$ cat src/rtl/rom_scan_reader.sv
// Walks an inclusive, wrapping address range of a combinational ROM, waits a
// settle interval per address, and streams each captured word with a checksum.
module rom_scan_reader #(
  parameter int ADDR_W = 4,
  parameter int DATA_W = 8,
  parameter int DWELL  = 1
) (
  input  logic              sysclk,
  input  logic              reset,
  input  logic              start,
  input  logic [ADDR_W-1:0] first_addr,
  input  logic [ADDR_W-1:0] last_addr,
  output logic [ADDR_W-1:0] rom_addr,
  input  logic [DATA_W-1:0] rom_data,
  output logic [DATA_W-1:0] out_data,
  output logic [ADDR_W-1:0] out_addr,
  output logic              out_valid,
  input  logic              out_ready,
  output logic              busy,
  output logic              done,
  output logic [DATA_W-1:0] checksum
);

  typedef enum logic [1:0] {IDLE, SETTLE, PRESENT, DONE} state_t;

  state_t            state;
  logic [3:0]        dwell;
  logic [ADDR_W-1:0] last_q;

  always_ff @(posedge sysclk or posedge reset) begin
    if (reset) begin
      state     <= IDLE;
      dwell     <= '0;
      last_q    <= '0;
      rom_addr  <= '0;
      out_data  <= '0;
      out_addr  <= '0;
      out_valid <= 1'b0;
      busy      <= 1'b0;
      done      <= 1'b0;
      checksum  <= '0;
    end else begin
      case (state)
        IDLE: begin
          done <= 1'b0;
          if (start) begin
            last_q   <= last_addr;
            rom_addr <= first_addr;
            checksum <= '0;
            dwell    <= 4'(DWELL);
            busy     <= 1'b1;
            state    <= SETTLE;
          end
        end
        SETTLE: begin
          dwell <= dwell - 1'b1;
          // Counter hits zero on this edge: the ROM output has settled.
          if (dwell == 4'd1) begin
            out_data  <= rom_data;
            out_addr  <= rom_addr;
            checksum  <= checksum + rom_data;
            out_valid <= 1'b1;
            state     <= PRESENT;
          end
        end
        PRESENT: begin
          if (out_ready) begin
            out_valid <= 1'b0;
            if (rom_addr == last_q) begin
              busy  <= 1'b0;
              done  <= 1'b1;
              state <= DONE;
            end else begin
              rom_addr <= rom_addr + 1'b1;
              dwell    <= 4'(DWELL);
              state    <= SETTLE;
            end
          end
        end
        DONE: begin
          done  <= 1'b0;
          state <= IDLE;
        end
        default: state <= IDLE;
      endcase
    end
  end

endmodule

$ cat config.mk
export PLATFORM = sky130hd
export DESIGN_NAME = rom_scan_reader
export DESIGN_NICKNAME = d
export VERILOG_FILES = /design/src/rtl/rom_scan_reader.sv
export SDC_FILE = /design/constraint.sdc
export NUM_CORES = 1
export LEC_CHECK = 0
export CAP_MARGIN = 20
export CORE_ASPECT_RATIO = 0.5
export CORE_MARGIN = 2
export CORE_UTILIZATION = 57
export CTS_BUF_LIST = sky130_fd_sc_hd__clkbuf_16
export CTS_CLUSTER_DIAMETER = 50
export DETAILED_ROUTE_END_ITERATION = 7
export DONT_BUFFER_PORTS = 1
export PLACE_DENSITY = 0.72
export SLEW_MARGIN = 20
export SYNTH_ARGS = -nofsm -noshare
export SYNTH_HDL_FRONTEND = slang
export SYNTH_SLANG_ARGS = --single-unit
$ cat constraint.sdc
create_clock -name sysclk -period 3.65 [get_ports sysclk]
set_input_delay 0.365 -clock sysclk [delete_from_list [all_inputs] [get_ports sysclk]]
set_output_delay 0.365 -clock sysclk [all_outputs]
set_load 0.02 [all_outputs]
# Yosys cells after proc, flatten, opt, wreduce, memory -nomap -nowiden

Index checks and enable logic that the tools add are counted.

Word-level logic and storage cells: 65
Bits of input ports: 20
Register bits after elaboration: 37
Output and inout bits: 27

Equal/unequal tests: 10
$add $sub $neg: 3
Muxes and demuxes: 26
Reduce and logical (&&, ||, !) cells: 16

Operator list:

| operator                                         | count |
|---|---|
| 2-to-1 mux 4 bit                                 | 6 |
| 2-to-1 mux 8 bit                                 | 2 |
| one-hot mux 8 bit (2 select lines)               | 1 |
| one-hot mux 4 bit (3 select lines)               | 1 |
| AND reduction 3 bit                              | 4 |
| AND reduction 4 bit                              | 3 |
| inequality test 2 bit, second input constant     | 5 |
| adder 8 bit                                      | 1 |
| 2-to-1 mux 2 bit                                 | 4 |
| one-hot mux 2 bit (4 select lines)               | 1 |
| one-hot mux 4 bit (2 select lines)               | 1 |
| nonzero test 2 bit                               | 4 |
| 2-to-1 mux 1 bit                                 | 7 |
| one-hot mux 1 bit (2 select lines)               | 3 |
| adder 4 x 1 -> 4 bit, second input constant      | 1 |
| == test 2 bit, second input constant             | 2 |
| == test 4 x 1 -> 1 bit, second input constant    | 1 |
| == test 4 bit                                    | 1 |
| AND reduction 2 bit                              | 2 |
| subtractor 4 x 1 -> 4 bit, second input constant | 1 |
| nonzero test 3 bit                               | 1 |
| == test 2 x 1 -> 1 bit, second input constant    | 1 |
| logical NOT 2 bit                                | 1 |
| OR reduction 2 bit                               | 1 |

# Depth between registers and ports, before layout

Depth in word-level cells: 4
Depth in mapped cells: 8
Depth with buffers taken out: 6

# Worst setup path after synthesis

OpenSTA, ideal clock, no wires.

Path type: flip-flop to flip-flop
Start point: register checksum[0]
End point: register checksum[6]
Path buffers: 0
Data required time: 3.529 ns
Arrival time: 1.987 ns
Cell stages (with the launch flop): 7
Slack: 1.542 ns
Library setup time: 0.121 ns
Cells stage by stage: dfrtp_1 -> ha_1 -> fa_1 -> a21o_1 -> a2111oi_0 -> xnor2_1 -> a22o_1

Cells in the longest elaborated chain, start to end: 3

RTL lines:

| what                               | RTL line | RTL |
|---|---|---|
| start: declaration                 | 21       | `output logic [DATA_W-1:0] checksum` |
| start signal: assignment           | 61       | `checksum <= checksum + rom_data;` |
| adder 8 bit                        | 61       |  |
| 2-to-1 mux 8 bit                   | 58       | `if (dwell == 4'd1) begin` |
| one-hot mux 8 bit (2 select lines) | 43       | `case (state)` |

Every way passes these cells. The select of a mux whose other input is x is not followed.
A chain may end at the register's enable or synchronous reset.

# Worst setup path after layout

Start point: register state[1]
End point: register checksum[7]

Cells in the longest elaborated chain, start to end: 3
Elaborated cells on any way between the ends: 7
Those cells by class: 3 x eq/ne; 1 x mux; 3 x reduce/logical

RTL lines:

| what                                                                                | RTL line | RTL |
|---|---|---|
| start: declaration                                                                  | 26       | `state_t state;` |
| start signal: assignment                                                            | 32       | `state <= IDLE;` |
| start signal: assignment                                                            | 52       | `state <= SETTLE;` |
| start signal: assignment                                                            | 63       | `state <= PRESENT;` |
| == test 2 x 1 -> 1 bit / logical NOT 2 bit (equally long branches)                  | 43       |  |
| inequality test 2 bit (no source line) / nonzero test 2 bit (equally long branches) | --       |  |
| AND reduction 3 bit (no source line)                                                | --       |  |

Several ways; a longest one is shown, not always the timed one.

==> run_results.csv <==
group,metric,value,unit
timing,hold_violations,0,
worst_setup_path,cp-start-kind,"register",
timing,setup_viol,0,
clocking,cts-root-buf,"clkbuf_16",
drt,drc,0,
clocking,tritoncts,"done",
finish,fill_cells,278,
finish,area_growth,9.10,%
job,drv_cap,0,
worst_setup_path,cp.required,3.86,ns
worst_setup_path,path_class,"reg2reg",
grt,grt_antenna_before_repair,0,
grt,grt_max_degree,38,
timing,rsz0062_at_grt,"false",
yosys,yosys_warnings,0,
hold_path,worstHoldPathType,"in2async",
yosys,syn-num-nets,237,
floorplanning,die_y,47.5,um
clocking,cts-resized-gates,0,
timing,fmax,0.426,GHz
clocking,postCtsHoldBufs,0,
place,place_congestion,0.851,
timing,setup_tns,0,ns
clocking,cts_setup_buffers,0,
timing,slew-limit-headroom,45.2,%
worst_setup_path,r2r_slack,1.31,ns
timing,worst_slew_pin_slew,0.816,ns
yosys,ys_types,51,
grt,use_met3,6.77,%
finish,drive_above_1_share,16.7,%
place,port-buffer-count,0,
timing,slew_violations,0,
place,post-place-cells,247,
yosys,synthTopCellsByArea,"dfrtp_1 (43%), mux2_2 (8.9%), ha_1 (8.7%)",
drt,first_iter_violations,45,
yosys,synth_top_cell_area_share,42.9,%
floorplanning,die_area,4320,sq um
floorplanning,boundaryPins,47,
outcome,status,"completed",
pwr,finalPower,2.40,mW
grt,grt_pass1_vias,1513,
grt,globalRouteMet1Util,26.9,%
grt,grt_pass1_wl,7050,um
drt,routed_wl,4350,um
floorplanning,start_util,61.2,%
finish,fin_cells,255,
clocking,htreeDepth,2,
yosys,synth_ff_type,"dfrtp_1",
worst_setup_path,critical_path_arrival,2.55,ns
drt,wl_per_cell,17.0,um
yosys,yosys.area.top_type,"dfrtp_1",
clocking,clk_pin_slew,0.06,ns
clocking,numCtsBuffers,5,
clocking,clk_latency,0.28,ns
yosys,synthCells,201,
worst_setup_path,path_max_fanout,9,
finish,nets,239,
pwr,power_density,1020,nW/um^2
finish,multi_input_area,1170,sq um
grt,grt-ovfl-total,0,
clocking,clock_path_buffers,2,
drt,firstDrtPassIters,4,
pwr,max-vdd-ir-drop,0.529,mV
worst_setup_path,cp-end-kind,"register",
finish,antenna_cells,0,
timing,period_needed,2.34,ns
yosys,synth-edff-count,0,
grt,grt_busiest_layer,"met2",
floorplanning,coreArea,3530,sq um
pwr,p_leak,1.03,nW
clocking,numClockSinks,37,
finish,seqCellArea,926,sq um
floorplanning,fp.dieW,91.0,um
floorplanning,num_rows,15,
drt,vias,1556,
drt,ant_nets,0,
drt,vias_per_cell,6.10,
timing,post-route-period-util,64.2,%
yosys,ys_seq_area_share,42.9,%
grt,track_usage,21.4,%
yosys,syn_area_per_cell,10.7,sq um
place,post-dp-hpwl,3250,um
grt,met2_usage,37.0,%
yosys,ys_ff_latch,37,
yosys,synth_area,2160,sq um
yosys,async_reset_ff_share,100,%
timing,fin_worst_skew,0.00499,ns
flip-flops by register name, summed over array words and instances (netlist names):
register,flops
rom_addr,4
out_valid,1
checksum,8
out_data,8
dwell,4
last_q,4
state,2
out_addr,4
done,1
busy,1
final cells by class:
class	count	area share (%)
Clock buffer	5	5.31
Clock inverter	3	0.744
Inverter	10	1.59
Multi-Input combinational cell	147	49.7
Sequential cell	37	39.3
Tap cell	51	2.71
Timing Repair Buffer	2	0.638
routing by layer:
metal  up-vias  part of all wire (%)
met4         0                  0.76
met3         4                   5.9
met2        39                    46
li1        749                     -
met1       764                    47
met5         -                     0
Yosys cell counts, types with 3 or more instances:
cell type	number
dfrtp_1	37
nand2_1	18
mux2_2	17
ha_1	15
inv_1	10
a21oi_1	7
nor2_1	7
nor3_1	6
xor2_1	5
a211oi_1	4
o211ai_1	4
o21ai_0	4
a22o_1	3
a31oi_1	3
and2_1	3
and3_1	3
buf_2	3
mux2i_1	3
nand2b_1	3
nand4_1	3
nor2b_1	3
xnor2_1	3
path summary, 6_finish.rpt:
path / from / to / depth (start not counted)
setup / recovery: state[1] / checksum[7] / 6
hold / removal: reset / out_addr[1] / 2
setup reg to reg: state[1] / checksum[7] / 6
hold reg to reg: last_q[3] / last_q[3] / 1
max in group asynchronous: reset / busy / 2
min in group sysclk: out_ready / out_valid / 1
metrics by stage:
stage	hold WS [ns]	instance area [sq um]	worst slack [ns]	util [%]
after floorplan	0.469	2160	1.54	-
after global placement	0.388	2210	1.27	62.7
after detailed placement	0.398	2210	1.31	62.7
after CTS	0.101	2350	1.29	66.7
after global routing	0.130	2350	1.09	66.7
final	0.0853	2350	1.31	66.7
cells by family (layout without fill, tap and decap cells):
family                   after synthesis  after routing  synth area share [%]
AO/OA/AOI/OAI                         44             44                  15.5
AND/OR/NAND/NOR                       59             59                  14.8
adder cells (fa/ha/maj)               16             16                  9.62
XOR/XNOR                               8              8                  3.25
multiplexers                          20             20                  10.3
flip-flops                            37             37                  42.9
buffers and inverters                 17             20                  3.59
critical path, stage by stage, from the launching register on:
cell and delay, ns:
dfrtp_1 0.42, inv_1 0.12, ha_1 0.33, nor4bb_4 0.54, nand2_1 0.21, or4_1 0.56
nand4_1 0.10
power by group:
group          internal (mW)  switching, mW  total, mW
registers              0.602          0.345      0.947
logic                  0.495          0.550       1.04
clock network          0.250          0.161      0.411
layout by cell type (no fill, tap or decap), drive strengths merged, types with 5 or more instances in the layout:
master	instances
mux2	17
dfrtp	37
o21ai	5
xor2	5
nor2	7
clkbuf	5
and3	5
inv	10
nand2	18
a21oi	7
ha	15
nor3	6
No activity file was read; power rests on OpenSTA's default activity.
